[src/rtl/mgmt_gpio_in_sync.sv]
// ---------------------------------------------------------------------------
// mgmt_gpio_in_sync
//
// Purpose:
//    Brings the buffered management GPIO pad inputs into the wb_clk_i domain.
//    Each pad goes through three steps:
//       1. A multi-flop synchroniser.
//       2. An optional debounce filter.
//       3. Rise/fall edge capture into sticky status bits.
//    All status bits are ORed into one registered interrupt. This block sits
//    between the pad buffer stage and the housekeeping register file.
//
// Parameters:
//    NPADS        number of management GPIO inputs
//    SYNC_STAGES  synchroniser depth (2..4)
//    DB_CNT_W     width of the debounce counters and of db_limit
//
// Ports:
//    wb_clk_i          system clock (single clock domain)
//    wb_rst_i          synchronous, active-high reset
//    mgmt_gpio_in_buf  asynchronous buffered pad inputs
//    db_enable         per-pad debounce enable
//    db_limit          shared debounce length in cycles (quasi-static)
//    irq_rise_en       per-pad rising-edge capture enable
//    irq_fall_en       per-pad falling-edge capture enable
//    edge_clear        per-pad write-1-to-clear pulse for edge_status
//    gpio_in_sync      synchroniser output (last stage)
//    gpio_in_stable    filtered (debounced) level
//    edge_status       sticky captured-edge flags
//    gpio_irq          registered OR of edge_status
// ---------------------------------------------------------------------------
module mgmt_gpio_in_sync #(
   parameter int NPADS       = 19,
   parameter int SYNC_STAGES = 2,
   parameter int DB_CNT_W    = 8
) (
   input  logic                wb_clk_i,
   input  logic                wb_rst_i,
   input  logic [NPADS-1:0]    mgmt_gpio_in_buf,
   input  logic [NPADS-1:0]    db_enable,
   input  logic [DB_CNT_W-1:0] db_limit,
   input  logic [NPADS-1:0]    irq_rise_en,
   input  logic [NPADS-1:0]    irq_fall_en,
   input  logic [NPADS-1:0]    edge_clear,
   output logic [NPADS-1:0]    gpio_in_sync,
   output logic [NPADS-1:0]    gpio_in_stable,
   output logic [NPADS-1:0]    edge_status,
   output logic                gpio_irq
);

   logic [NPADS-1:0]    syncChain [SYNC_STAGES];
   logic [DB_CNT_W-1:0] dbCount   [NPADS];
   logic [DB_CNT_W-1:0] dbCountNext [NPADS];
   logic [NPADS-1:0]    padBypass;
   logic [NPADS-1:0]    padDiff;
   logic [NPADS-1:0]    stableUpdate;
   logic [NPADS-1:0]    riseSet;
   logic [NPADS-1:0]    fallSet;
   logic                limitZero;
   logic [DB_CNT_W-1:0] limitMinusOne;

   // Synchroniser shift chain. Stage 0 samples the raw pad level.
   // The last stage is the first value that is safe to use inside this clock domain.
   always_ff @(posedge wb_clk_i) begin
      if (wb_rst_i) begin
         for (int s = 0; s < SYNC_STAGES; s++) begin
            syncChain[s] <= '0;
         end
      end else begin
         syncChain[0] <= mgmt_gpio_in_buf;
         for (int s = 1; s < SYNC_STAGES; s++) begin
            syncChain[s] <= syncChain[s-1];
         end
      end
   end

   assign gpio_in_sync = syncChain[SYNC_STAGES-1];

   // A zero limit means "no filtering", exactly like clearing db_enable.
   // The limit-minus-one value is only consulted when the limit is non-zero,
   // so it never underflows in a way that matters.
   assign limitZero     = (db_limit == '0);
   assign limitMinusOne = db_limit - DB_CNT_W'(1);
   assign padBypass     = ~db_enable | {NPADS{limitZero}};
   assign padDiff       = gpio_in_sync ^ gpio_in_stable;

   // Debounce decision for each pad.
   //    - Bypassed pads follow the synchroniser every cycle and keep their counter at 0.
   //    - Filtered pads count consecutive cycles in which the synchronised level differs
   //      from the stable level.
   //    - The filtered level updates once the count reaches db_limit-1.
   // The ">=" compare lets a lowered db_limit release a counter that is already past
   // the new threshold. Incrementing only below the threshold keeps the counter from
   // ever wrapping.
   always_comb begin
      stableUpdate = '0;
      for (int i = 0; i < NPADS; i++) begin
         dbCountNext[i] = '0;
         if (padBypass[i]) begin
            stableUpdate[i] = padDiff[i];
         end else if (padDiff[i]) begin
            if (dbCount[i] >= limitMinusOne) begin
               stableUpdate[i] = 1'b1;
            end else begin
               dbCountNext[i] = dbCount[i] + DB_CNT_W'(1);
            end
         end
      end
   end

   // The new stable level is the synchronised level. A rise or fall is therefore
   // just an update qualified by that new value.
   assign riseSet = stableUpdate &  gpio_in_sync & irq_rise_en;
   assign fallSet = stableUpdate & ~gpio_in_sync & irq_fall_en;

   // Filter state: the debounce counters and the stable level.
   // Reset discards any partial count.
   always_ff @(posedge wb_clk_i) begin
      if (wb_rst_i) begin
         gpio_in_stable <= '0;
         for (int i = 0; i < NPADS; i++) begin
            dbCount[i] <= '0;
         end
      end else begin
         gpio_in_stable <= (gpio_in_stable & ~stableUpdate) | (gpio_in_sync & stableUpdate);
         for (int i = 0; i < NPADS; i++) begin
            dbCount[i] <= dbCountNext[i];
         end
      end
   end

   // Sticky edge flags and the interrupt.
   // Each flag is set in the same cycle the stable level changes. When a set and a
   // clear hit the same bit together, the set wins, so no edge is ever lost.
   // Changing the enables only gates new captures; it never clears a flag already set.
   // The interrupt is registered, so it trails edge_status by one cycle.
   always_ff @(posedge wb_clk_i) begin
      if (wb_rst_i) begin
         edge_status <= '0;
         gpio_irq    <= 1'b0;
      end else begin
         edge_status <= (edge_status & ~edge_clear) | riseSet | fallSet;
         gpio_irq    <= |edge_status;
      end
   end

endmodule
[config.mk]
export PLATFORM = sky130hd
export DESIGN_NAME = mgmt_gpio_in_sync
export DESIGN_NICKNAME = d
export VERILOG_FILES = /design/src/rtl/mgmt_gpio_in_sync.sv
export SDC_FILE = /design/constraint.sdc
export NUM_CORES = 1
export LEC_CHECK = 0
export ABC_CLOCK_PERIOD_IN_PS = 4850
export CORE_UTILIZATION = 56
export CTS_BUF_LIST = sky130_fd_sc_hd__clkbuf_16
export CTS_CLUSTER_SIZE = 25
export DETAILED_ROUTE_END_ITERATION = 10
export PLACE_DENSITY = 0.8
export SKIP_LAST_GASP = 1
export SLEW_MARGIN = 20
export SYNTH_ARGS = -nofsm -noshare
export SYNTH_HDL_FRONTEND = slang
export SYNTH_SLANG_ARGS = --single-unit
[constraint.sdc]
create_clock -name wb_clk_i -period 4.85 [get_ports wb_clk_i]
set_input_delay 0.97 -clock wb_clk_i [delete_from_list [all_inputs] [get_ports wb_clk_i]]
set_output_delay 0.97 -clock wb_clk_i [all_outputs]
set_load 0.02 [all_outputs]
==> metrics list <==
- CP Data Arrival Time: 4.36 ns
- The highest layer touched by signal routing is met4.
- Cell count after synthesis: 1343
- On the final layout, the worst hold slack is 0.435 ns.
- Share of final-layout standard cells stronger than drive strength 1: 5.82%
- Worst IR Drop VDD: 242 uV
* Netlist cell types: 45
- Along the worst path, the maximum fanout reaches 9.
- The startpoint identified for the worst hold timing path is syncChain[0][16].
- Chip Width: 150 um
- The most numerous cell type found on the critical path is ha_1.
- Filler instances: 1629
* Most frequent cells in the layout: 229 x dfxtp_1, 161 x clkdlybuf4s50_1, 155 x nor2_1
- For the worst setup path, the data required time is 5.29 ns.
- Clock skew on the completed layout was measured at 0.0201 ns.
* Proportion of synthesized chip area in sequential cells: 37.2%
* Pin count of the biggest net entering global routing: 62
* Highest clock frequency the design can meet: 0.255 GHz
- Gr usage total: 25.7%
- In the final design database the tool counted 1769 nets.
- For hold timing, the worst endpoint is syncChain[0][35].
- Routability congestion estimate from global placement: 0.833
* Cell Count Post-Placement: 1758
* Post-synth net total: 1602
- CTS tree: yes
* Io pins: 163
- On the critical path the largest part of the delay comes from adder cells.
- Number of antenna violations at the first check in global routing: 0
- Iteration count of the initial detailed-routing pass: 4
- Total negative slack: 0 ns
- From bottom edge to top edge, the die measures 150 um.
* Tightest Hold Check Type: flop to flop
- Type of the worst setup path: input pin to flop
- Hold buffers post-CTS: 0
- The number of global-route vias before repair came to 9669.
* Leading cell type in the layout, fill and taps excluded: dfxtp_1
- The clock passes through at most 3 buffers.
* Routed vias: 9809
- Total number of placement rows: 53
- Cells fill 70.5% of the core in the end.
- Result of the run: complete, no violations
- Period utilization: 80.8%
* Type of origin of the critical path: input pin
- Root buffer selected by CTS: clkbuf_16
* Worst r2r src: dbCount[3][0]
* Synthesis-to-finish area growth: 21.9%
- The number of pins with negative max-slew slack in the final report was 0.
- Dividing the synthesized area by the synthesized cell count gives 9.17 sq um.
* Unrepaired setup endpoints after global routing: no
- Along the worst hold path, the cell count comes to 1.
- Count of port buffers added during placement: 162
* WL met1: 13000 um
* Worst slew margin: 44.3%
* DR vias/cell: 5.44
- Post-cts gate resize count: 0
- Counting both buffers and inverters, the worst setup path holds a total of 3.
* Cell count of the worst reg-to-reg path: 8
* Minimum period implied by the final worst setup slack: 3.92 ns
- The number of antenna diodes in the final layout is 0.
- Residual DRC count: 0
- The final layout contains routed wiring with a total length of 28500 um.
- Across the run, the number of max-cap violations was 0.
* Final Hold Vio Count: 0
- For this run the aggregate overflow at the end of global routing stands at 0.
* Transition time at the pin with the least slew margin: 0.834 ns
- Reg-to-reg setup timing slack: 2.58 ns
- Total met3 wirelength after detailed routing: 1220 um
- First DRT Iteration DRCs: 370
- The first global-routing pass estimated 46500 um of wire.
- For this run, the number of standard cells in the final layout without fillers is 1804.
- Final number of setup-violating endpoints: 0
- Clock-pin slew was measured on the worst setup and hold paths at 0.06 ns.
- Summed over all cells, the static leakage comes to 6.28 nW.
* Count of antenna-violating nets left after detailed routing: 0
- CTS H-tree depth: 1
* Worst path slowest cell: clkdlybuf4s50_1
- Capturing element type of the critical path: flop
- Wire segments on met2 add up to 13700 um in the final route.
* Half-perimeter wire length after placement: 20100 um
- Initial Util: 57.9%
- CTS sink count: 229
* Cell-by-cell trace of the critical path: clkdlybuf4s50_1, inv_1, ha_1, nand2b_1, nor2_1, xnor2_2, buf_4, ha_1, a21o_1, a21oi_1, o21ai_0, maj3_1, a211oi_2, mux2i_1
- The clock reaches the later pin of the worst-skew pair after 0.53 ns.
* Power Density: 282 nW/um^2
- Routed length per instance: 15.8 um
* Total core area: 21300 sq um
* Number of warning messages in the yosys log: 0
- Post CTS Setup Buffer Count: 0
* Die ar.: 22600 sq um
- CTS buffer count: 25
* #FFs+latches synth: 229
* Longest individual stage delay on the worst path: 0.47 ns
* Area of the mapped netlist: 12300 sq um
flip-flops by register name (all words and copies together), names as in the netlist, named ones only:
name,count
gpio_irq,1
dbCount,152
syncChain,38
edge_status,19
report_power, final:
part,internal [mW],switching (mW)
Clock,1.10,0.774
Combinational,0.209,0.214
Sequential,1.91,0.0281
worst max path at each step:
| stage | start | end | slack [ns] | depth (start not counted) |
|---|---|---|---|---|
| after CTS | db_limit[0] | flop | 0.94 | 14 |
| after floorplan | db_limit[0] | flop | 0.52 | 12 |
| after global routing | db_limit[1] | flop | 0.73 | 14 |
| after global placement | db_limit[0] | flop | 0.56 | 14 |
| final | db_limit[0] | flop | 0.93 | 14 |
| after detailed placement | db_limit[0] | flop | 0.47 | 14 |
cell families (layout without fill, tap and decap cells):
group / Yosys count / in the layout / share of synthesized area [%]
xor gates and xnor gates: 138 / 138 / 9.81
AOI/OAI and AO/OA: 182 / 182 / 10.5
adders and majority gates: 168 / 168 / 16.8
and+or+nand+nor: 511 / 511 / 20.6
muxes: 19 / 19 / 1.54
buffers and inverters: 96 / 282 / 3.59
DFF: 229 / 229 / 37.2
routing by layer:
| layer | vias up | GRT usage, % |
|---|---|---|
| li1 | 4974 | - |
| met5 | - | 0 |
| met1 | 4600 | 32.7 |
| met2 | 192 | 45.4 |
| met3 | 43 | 3.21 |
| met4 | 0 | 6.92 |
per-stage QoR:
| step | total power [mW] | cell area (sq um) | setup slack (ns) |
|---|---|---|---|
| floorplan | 2.20 | 12300 | 0.525 |
| global placement | 2.38 | 14200 | 0.559 |
| detailed placement | 2.40 | 14200 | 0.467 |
| CTS | 4.26 | 15000 | 0.937 |
| global route | 4.39 | 15000 | 0.729 |
| finish | 4.23 | 15000 | 0.929 |
cell usage after synthesis (all sizes together):
cell | count | area (sq um)
clkinv | 1 | 3.75
o21a | 5 | 37.5
a31oi | 34 | 213
buf | 23 | 168
o32ai | 1 | 8.76
or3 | 15 | 93.8
nand3 | 100 | 500
nor2b | 52 | 325
or2 | 4 | 25.0
ha | 154 | 1930
xor2 | 76 | 666
o211ai | 1 | 7.51
xnor2 | 62 | 543
a211o | 5 | 52.6
a32o | 1 | 10.0
nor3 | 2 | 15.0
nor4 | 6 | 37.5
o21ai | 19 | 95.1
and3 | 37 | 231
nor2 | 164 | 636
mux2i | 19 | 190
inv | 59 | 221
a211oi | 15 | 168
a31o | 4 | 35.0
dfxtp | 229 | 4580
o31ai | 18 | 135
or4 | 1 | 7.51
nand4 | 1 | 6.26
clkbuf | 13 | 48.8
nand2 | 72 | 270
a21o | 51 | 383
o21bai | 1 | 7.51
nand3b | 22 | 165
maj3 | 14 | 141
o32a | 1 | 10.0
nand2b | 35 | 219
a21oi | 26 | 130
final cells by class:
cell class              instances  area [sq um]  share of cell area [%]
multi-input cells            1018          7330                    48.8
well taps                     275           344                    2.29
repair buffers                176          1720                    11.5
inverters                      60           225                    1.50
flip-flops and latches        229          4580                    30.5
clock inverters                21           181                    1.21
clock buffers                  25           626                    4.17
(Power assumes the default switching activity.)
